**src/rtl/event_report_scheduler.sv**
```systemverilog
// event_report_scheduler
// Collects rising-edge events from up to four detector channels and timestamps
// each one with a prescaled 16-bit tick counter. A round-robin arbiter then
// serialises the reports as byte packets over a valid/ready UART-style
// interface: header, timestamp high, timestamp low.
// Optional feature macro: REPORT_CHECKSUM_EN appends an XOR checksum byte,
// which makes each packet four bytes long.
module event_report_scheduler #(
  parameter int NCH      = 4,
  parameter int PRESCALE = 100
) (
  input  logic           clock,
  input  logic           reset,
  input  logic [NCH-1:0] eventDetected,
  output logic [7:0]     tx_data,
  output logic           tx_valid,
  input  logic           tx_ready,
  output logic           busy
);

  localparam logic [15:0] PRESC_MAX = 16'(PRESCALE - 1);
  localparam logic [1:0]  LAST_RST  = 2'(NCH - 1);

`ifdef REPORT_CHECKSUM_EN
  typedef enum logic [2:0] {
    ST_IDLE = 3'd0,
    ST_HDR  = 3'd1,
    ST_TSH  = 3'd2,
    ST_TSL  = 3'd3,
    ST_CHK  = 3'd4
  } state_t;
`else
  typedef enum logic [2:0] {
    ST_IDLE = 3'd0,
    ST_HDR  = 3'd1,
    ST_TSH  = 3'd2,
    ST_TSL  = 3'd3
  } state_t;
`endif

  // Header byte: fixed 101 marker, overflow flag, two zero bits, channel id.
  function automatic logic [7:0] hdr_byte(input logic ovf, input logic [1:0] ch);
    return {3'b101, ovf, 2'b00, ch};
  endfunction

`ifdef REPORT_CHECKSUM_EN
  // Packet checksum: XOR of the three preceding bytes.
  function automatic logic [7:0] xor_sum(input logic [7:0] a,
                                         input logic [7:0] b,
                                         input logic [7:0] c);
    return a ^ b ^ c;
  endfunction
`endif

  // Round-robin pick: search begins one past the last granted channel.
  // Returns {found, channel}.
  function automatic logic [2:0] rr_pick(input logic [NCH-1:0] pend,
                                         input logic [1:0]     last_g);
    logic       found;
    logic [1:0] win;
    logic [1:0] idx;
    found = 1'b0;
    win   = 2'b00;
    for (int i = 1; i <= NCH; i++) begin
      idx = 2'((int'(last_g) + i) % NCH);
      if (!found && pend[idx]) begin
        found = 1'b1;
        win   = idx;
      end else begin
        found = found;
      end
    end
    return {found, win};
  endfunction

  // Timestamp generation
  logic [15:0] presc_q, presc_d;
  logic [15:0] ts_cnt_q, ts_cnt_d;

  // Edge detection
  logic [NCH-1:0] evt_hist_q, evt_hist_d;
  logic [NCH-1:0] det_s;

  // Per-channel pending state
  logic [NCH-1:0] pending_q, pending_d;
  logic [NCH-1:0] ovf_q, ovf_d;
  logic [15:0]    ts_q [NCH];
  logic [15:0]    ts_d [NCH];

  // Arbitration and packet state
  state_t      state_q, state_d;
  logic [1:0]  last_q, last_d;
  logic [15:0] ts_sh_q, ts_sh_d;
  logic        ovf_sh_q, ovf_sh_d;
  logic [7:0]  tx_data_q, tx_data_d;
  logic        tx_valid_q, tx_valid_d;
  logic        busy_q, busy_d;

  logic [2:0]  pick_s;
  logic        grant_s;
  logic [1:0]  grant_idx_s;
  logic        xfer_s;

  assign tx_data  = tx_data_q;
  assign tx_valid = tx_valid_q;
  assign busy     = busy_q;

  assign det_s       = eventDetected & ~evt_hist_q;
  assign pick_s      = rr_pick(pending_q, last_q);
  assign grant_s     = (state_q == ST_IDLE) && pick_s[2];
  assign grant_idx_s = pick_s[1:0];
  assign xfer_s      = tx_valid_q & tx_ready;

  // Prescaler divides the clock; the timestamp wraps naturally at 16 bits.
  always_comb begin
    presc_d  = presc_q;
    ts_cnt_d = ts_cnt_q;
    if (presc_q == PRESC_MAX) begin
      presc_d  = 16'h0000;
      ts_cnt_d = ts_cnt_q + 16'h0001;
    end else begin
      presc_d  = presc_q + 16'h0001;
    end
  end

  // Previous-edge history of the event lines.
  always_comb begin
    evt_hist_d = eventDetected;
  end

  // Pending/overflow/timestamp update. A grant and a new event on the same
  // channel at the same edge start a fresh report instead of flagging overflow.
  always_comb begin
    pending_d = pending_q;
    ovf_d     = ovf_q;
    ts_d      = ts_q;
    for (int c = 0; c < NCH; c++) begin
      if (grant_s && (int'(grant_idx_s) == c)) begin
        if (det_s[c]) begin
          pending_d[c] = 1'b1;
          ovf_d[c]     = 1'b0;
          ts_d[c]      = ts_cnt_q;
        end else begin
          pending_d[c] = 1'b0;
          ovf_d[c]     = 1'b0;
        end
      end else if (det_s[c]) begin
        if (pending_q[c]) begin
          ovf_d[c] = 1'b1;
        end else begin
          pending_d[c] = 1'b1;
          ts_d[c]      = ts_cnt_q;
        end
      end else begin
        pending_d[c] = pending_q[c];
      end
    end
  end

  // Packet FSM: next state, shadow capture and registered output bytes.
  always_comb begin
    state_d    = state_q;
    last_d     = last_q;
    ts_sh_d    = ts_sh_q;
    ovf_sh_d   = ovf_sh_q;
    tx_data_d  = tx_data_q;
    tx_valid_d = tx_valid_q;
    case (state_q)
      ST_IDLE: begin
        if (grant_s) begin
          state_d    = ST_HDR;
          last_d     = grant_idx_s;
          ts_sh_d    = ts_q[grant_idx_s];
          ovf_sh_d   = ovf_q[grant_idx_s];
          tx_valid_d = 1'b1;
          tx_data_d  = hdr_byte(ovf_q[grant_idx_s], grant_idx_s);
        end else begin
          tx_valid_d = 1'b0;
          tx_data_d  = 8'h00;
        end
      end
      ST_HDR: begin
        if (xfer_s) begin
          state_d   = ST_TSH;
          tx_data_d = ts_sh_q[15:8];
        end else begin
          state_d = ST_HDR;
        end
      end
      ST_TSH: begin
        if (xfer_s) begin
          state_d   = ST_TSL;
          tx_data_d = ts_sh_q[7:0];
        end else begin
          state_d = ST_TSH;
        end
      end
      ST_TSL: begin
        if (xfer_s) begin
`ifdef REPORT_CHECKSUM_EN
          state_d   = ST_CHK;
          tx_data_d = xor_sum(hdr_byte(ovf_sh_q, last_q), ts_sh_q[15:8], ts_sh_q[7:0]);
`else
          state_d    = ST_IDLE;
          tx_valid_d = 1'b0;
          tx_data_d  = 8'h00;
`endif
        end else begin
          state_d = ST_TSL;
        end
      end
`ifdef REPORT_CHECKSUM_EN
      ST_CHK: begin
        if (xfer_s) begin
          state_d    = ST_IDLE;
          tx_valid_d = 1'b0;
          tx_data_d  = 8'h00;
        end else begin
          state_d = ST_CHK;
        end
      end
`endif
      default: begin
        state_d    = ST_IDLE;
        tx_valid_d = 1'b0;
        tx_data_d  = 8'h00;
      end
    endcase
    busy_d = (state_d != ST_IDLE);
  end

  // Timestamp and prescaler registers.
  always_ff @(posedge clock or negedge reset) begin
    if (!reset) begin
      presc_q  <= 16'h0000;
      ts_cnt_q <= 16'h0000;
    end else begin
      presc_q  <= presc_d;
      ts_cnt_q <= ts_cnt_d;
    end
  end

  // Edge-detector history register.
  always_ff @(posedge clock or negedge reset) begin
    if (!reset) begin
      evt_hist_q <= '0;
    end else begin
      evt_hist_q <= evt_hist_d;
    end
  end

  // Per-channel pending, overflow and captured timestamp registers.
  always_ff @(posedge clock or negedge reset) begin
    if (!reset) begin
      pending_q <= '0;
      ovf_q     <= '0;
      for (int c = 0; c < NCH; c++) begin
        ts_q[c] <= 16'h0000;
      end
    end else begin
      pending_q <= pending_d;
      ovf_q     <= ovf_d;
      for (int c = 0; c < NCH; c++) begin
        ts_q[c] <= ts_d[c];
      end
    end
  end

  // FSM state, shadow and output registers; reset abandons any packet.
  always_ff @(posedge clock or negedge reset) begin
    if (!reset) begin
      state_q    <= ST_IDLE;
      last_q     <= LAST_RST;
      ts_sh_q    <= 16'h0000;
      ovf_sh_q   <= 1'b0;
      tx_data_q  <= 8'h00;
      tx_valid_q <= 1'b0;
      busy_q     <= 1'b0;
    end else begin
      state_q    <= state_d;
      last_q     <= last_d;
      ts_sh_q    <= ts_sh_d;
      ovf_sh_q   <= ovf_sh_d;
      tx_data_q  <= tx_data_d;
      tx_valid_q <= tx_valid_d;
      busy_q     <= busy_d;
    end
  end

endmodule

```
**config.mk**
```make
export PLATFORM = sky130hd
export DESIGN_NAME = event_report_scheduler
export DESIGN_NICKNAME = d
export VERILOG_FILES = /design/src/rtl/event_report_scheduler.sv
export SDC_FILE = /design/constraint.sdc
export NUM_CORES = 1
export LEC_CHECK = 0
export CORE_ASPECT_RATIO = 1.1
export CORE_MARGIN = 8
export CORE_UTILIZATION = 55
export DETAILED_ROUTE_END_ITERATION = 8
export GPL_ROUTABILITY_DRIVEN = 0
export PLACE_DENSITY = 0.74
export REMOVE_ABC_BUFFERS = 1
export SYNTH_ARGS = -nofsm -noshare
export SYNTH_HDL_FRONTEND = slang
export SYNTH_SLANG_ARGS = --single-unit
```
**constraint.sdc**
```tcl
create_clock -name clock -period 4.6 [get_ports clock]
set_clock_uncertainty 0.15 [all_clocks]
set_input_delay 0.92 -clock clock [delete_from_list [all_inputs] [get_ports clock]]
set_output_delay 0.92 -clock clock [all_outputs]
set_load 0.05 [all_outputs]
```
==> results.py <==
metrics = {
    "route": {
        "ant_nets": 0,
        "wl_met2_mm": 5.90,
        "drt-wirelength-per-cell_um": 18.1,
        "drt_iter0_markers": 201,
        "drt_pre_antenna_iters": 4,
        "wl_met3_um": 476,
        "vias": 3704,
        "highest_layer": "met4",
        "drc": 0,
        "routed_wirelength_mm": 11.9,
        "vias_per_cell": 5.65,
        "wl_met1_mm": 5.25,
    },
    "power_and_ir_drop": {
        "power_mw": 3.37,
        "p_leak_nw": 3.40,
        "peakVddDrop_mv": 0.277,
        "p_per_area_nw_per_um2": 479,
    },
    "finish": {
        "final_cell_mix": "137 x dfrtp_1, 40 x mux2_4, 35 x mux2i_1",
        "stdcell_area_um2": 7040,
        "final_common_cell": "dfrtp_1",
        "drive_gt1_share_pct": 22.5,
        "n_antenna_cell": 0,
        "syn_to_final_growth_pct": 12.6,
        "instances_no_fill": 656,
        "nNetsFinal": 502,
        "nFillCells": 850,
    },
    "placed_design": {
        "portBuffers": 16,
        "place_area_um2": 6470,
        "hpwl_mm": 7.67,
        "dpl.cell_count": 624,
    },
    "setup_path": {
        "cp_cell_sequence": "nor4_1 -> nand2b_1 -> or2_4 -> o21ai_2 -> nand2_4 -> mux2_2",
        "critPathRequiredTime_ns": 4.75,
        "critical_path.max_fanout": 23,
        "path_class": "register to register",
        "critPathMaxStageDelay_ns": 0.65,
        "r2r_start": "pending_q[1]",
        "arrival_ns": 3.25,
        "worstSetupStartpointType": "register",
        "crit_slowest_cell": "nand2b_1",
        "crit_start": "pending_q[1]",
        "worstSetupEndpointType": "register",
    },
    "grt": {
        "grt_pass1_wl_mm": 20.3,
        "grt_pass1_vias": 3918,
        "track_usage_pct": 17.1,
        "overflow": 0,
        "antenna_found_initial": 0,
        "grt_max_degree": 114,
    },
    "clock_tree": {
        "clock-sinks": 139,
        "cts_buffers": 17,
        "post-cts-setup-buffers": 0,
        "cts_max_level": 4,
        "ctsResizeCount": 0,
        "clk_path_buf_depth": 2,
        "clockRootBuffer": "clkbuf_16",
        "cts_tree": "yes",
        "cts_hold_buffers": 0,
        "clock_latency_ns": 0.42,
        "cts.reportedPaths.clkPinSlew_ns": 0.05,
    },
    "sta": {
        "worst_pin_slew_ns": 1.02,
        "rsz0062_at_grt": "no",
        "max-slew-margin-rel_pct": 31.8,
        "slew_violations": 0,
        "setup_viol": 0,
        "totalNegativeSetupSlack_ns": 0,
        "finalHoldViolations": 0,
        "timing.fmax_mhz": 322,
        "finalCritPeriodShare_pct": 67.5,
        "period_needed_ns": 3.10,
    },
    "floorplanning": {
        "die_h_um": 128,
        "start_util_pct": 55.4,
        "die_w_um": 118,
        "row_count": 41,
        "core-area_um2": 11300,
        "io_pins": 17,
        "dieArea_um2": 15000,
    },
    "hold_path": {
        "hold_start": "evt_hist_q[0]",
        "hold_path_class": "register to register",
    },
    "synth": {
        "ys_dominant_reg_cell": "dfrtp_1",
        "synth_cell_types": 54,
        "async_reset_ff_share_pct": 100,
        "synth_warnings": 0,
        "synth_enable_flop_cells": 0,
        "netlist_instances": 478,
        "yosysTopAreaCell": "dfrtp_1",
        "syn_avg_cell_area_um2": 13.1,
        "synth_area_leaders": "dfrtp_1 55%, mux2_4 9.6%, mux2i_1 5.6%",
        "syn_area_um2": 6250,
        "synth_top_area_share_pct": 54.8,
        "yosysSeqAreaShare_pct": 55.7,
        "ys_seq_elements": 139,
    },
    "job": {
        "maxCapViolations": 0,
    },
    "status": {
        "outcome": "finished clean",
    },
}
-- critical path, delay by kind of cell, from the launching register on --
| kind | cells | cell delay [ns] |
|---|---|---|
| compound gates | 1 | 0.11 |
| flops | 1 | 0.45 |
| simple gates | 4 | 1.89 |
| mux | 1 | 0.38 |
-- Yosys cell counts, drive strengths merged, types with 3 or more instances --
| master | instances |
|---|---|
| a2bb2oi | 8 |
| clkbuf | 8 |
| a21oi | 9 |
| mux2i | 35 |
| and3 | 5 |
| nand3 | 12 |
| inv | 4 |
| a22o | 4 |
| nand4 | 3 |
| o21ai | 22 |
| nand2b | 5 |
| nor2b | 6 |
| or2 | 3 |
| mux2 | 65 |
| nor2 | 25 |
| xor2 | 10 |
| buf | 14 |
| and2 | 3 |
| o221ai | 8 |
| xnor2 | 20 |
| a22oi | 6 |
| nand2 | 36 |
| dfrtp | 137 |
-- state kept, by name (all words and copies together) (netlist names) --
name,flops
last_q,2
presc_q,16
busy,1
ts_sh_q,16
ts_q,64
ovf_q,4
tx_data,8
ts_cnt_q,16
pending_q,4
evt_hist_q,4
state_q,3
tx_valid,1
-- kinds of logic after synthesis --
kind of cell / share of synthesized area [%]
compound gates: 7.91
xor+xnor: 4.20
fa+ha+maj: 0.560
buf+inv: 2.64
flops: 55.7
mux: 19.7
other cells: 0.0600
simple gates: 9.23
-- final timing paths --
| check | to | slack [ns] | cells past startpoint |
|---|---|---|---|
| max | ts_q[1] | 1.50 | 6 |
| min | pending_q[0] | 0.31 | 1 |
| max reg2reg | ts_q[1] | 1.50 | 6 |
| min reg2reg | pending_q[0] | 0.31 | 1 |
| max in group asynchronous | evt_hist_q[2] | 2.94 | 2 |
| min in group asynchronous | ts_cnt_q[8] | 0.46 | 1 |
-- where the power goes --
part	internal, mW	total [mW]	switching, mW
clock network	0.837	1.32	0.481
logic	0.277	0.709	0.432
registers	1.28	1.34	0.0606
-- routing by layer --
metal  vias up  GRT usage, %
met5         -             0
met4         0          8.07
met3        19          4.41
met2        69          28.6
met1      1887          20.2
li1       1729             -
-- metrics by stage --
stage                     hold slack, ns  utilization (%)  worst slack, ns
after floorplan                    0.275                -             1.26
after global placement             0.308             57.3             1.63
final                              0.310             62.4             1.50
after detailed placement           0.298             57.3             1.56
after global routing               0.340             62.4             1.29
after CTS                          0.318             62.4             1.49
-- final cells by class --
cell class | instances | area (um2) | area share [%]
tap | 150 | 188 | 2.67
clock buffer | 25 | 485 | 6.90
clock inverter | 7 | 88.8 | 1.26
sequential | 139 | 3480 | 49.4
multi-input combinational | 313 | 2610 | 37.0
inverter | 4 | 15.0 | 0.213
timing repair buffer | 18 | 176 | 2.51
No activity file was read; power rests on OpenSTA's default activity.
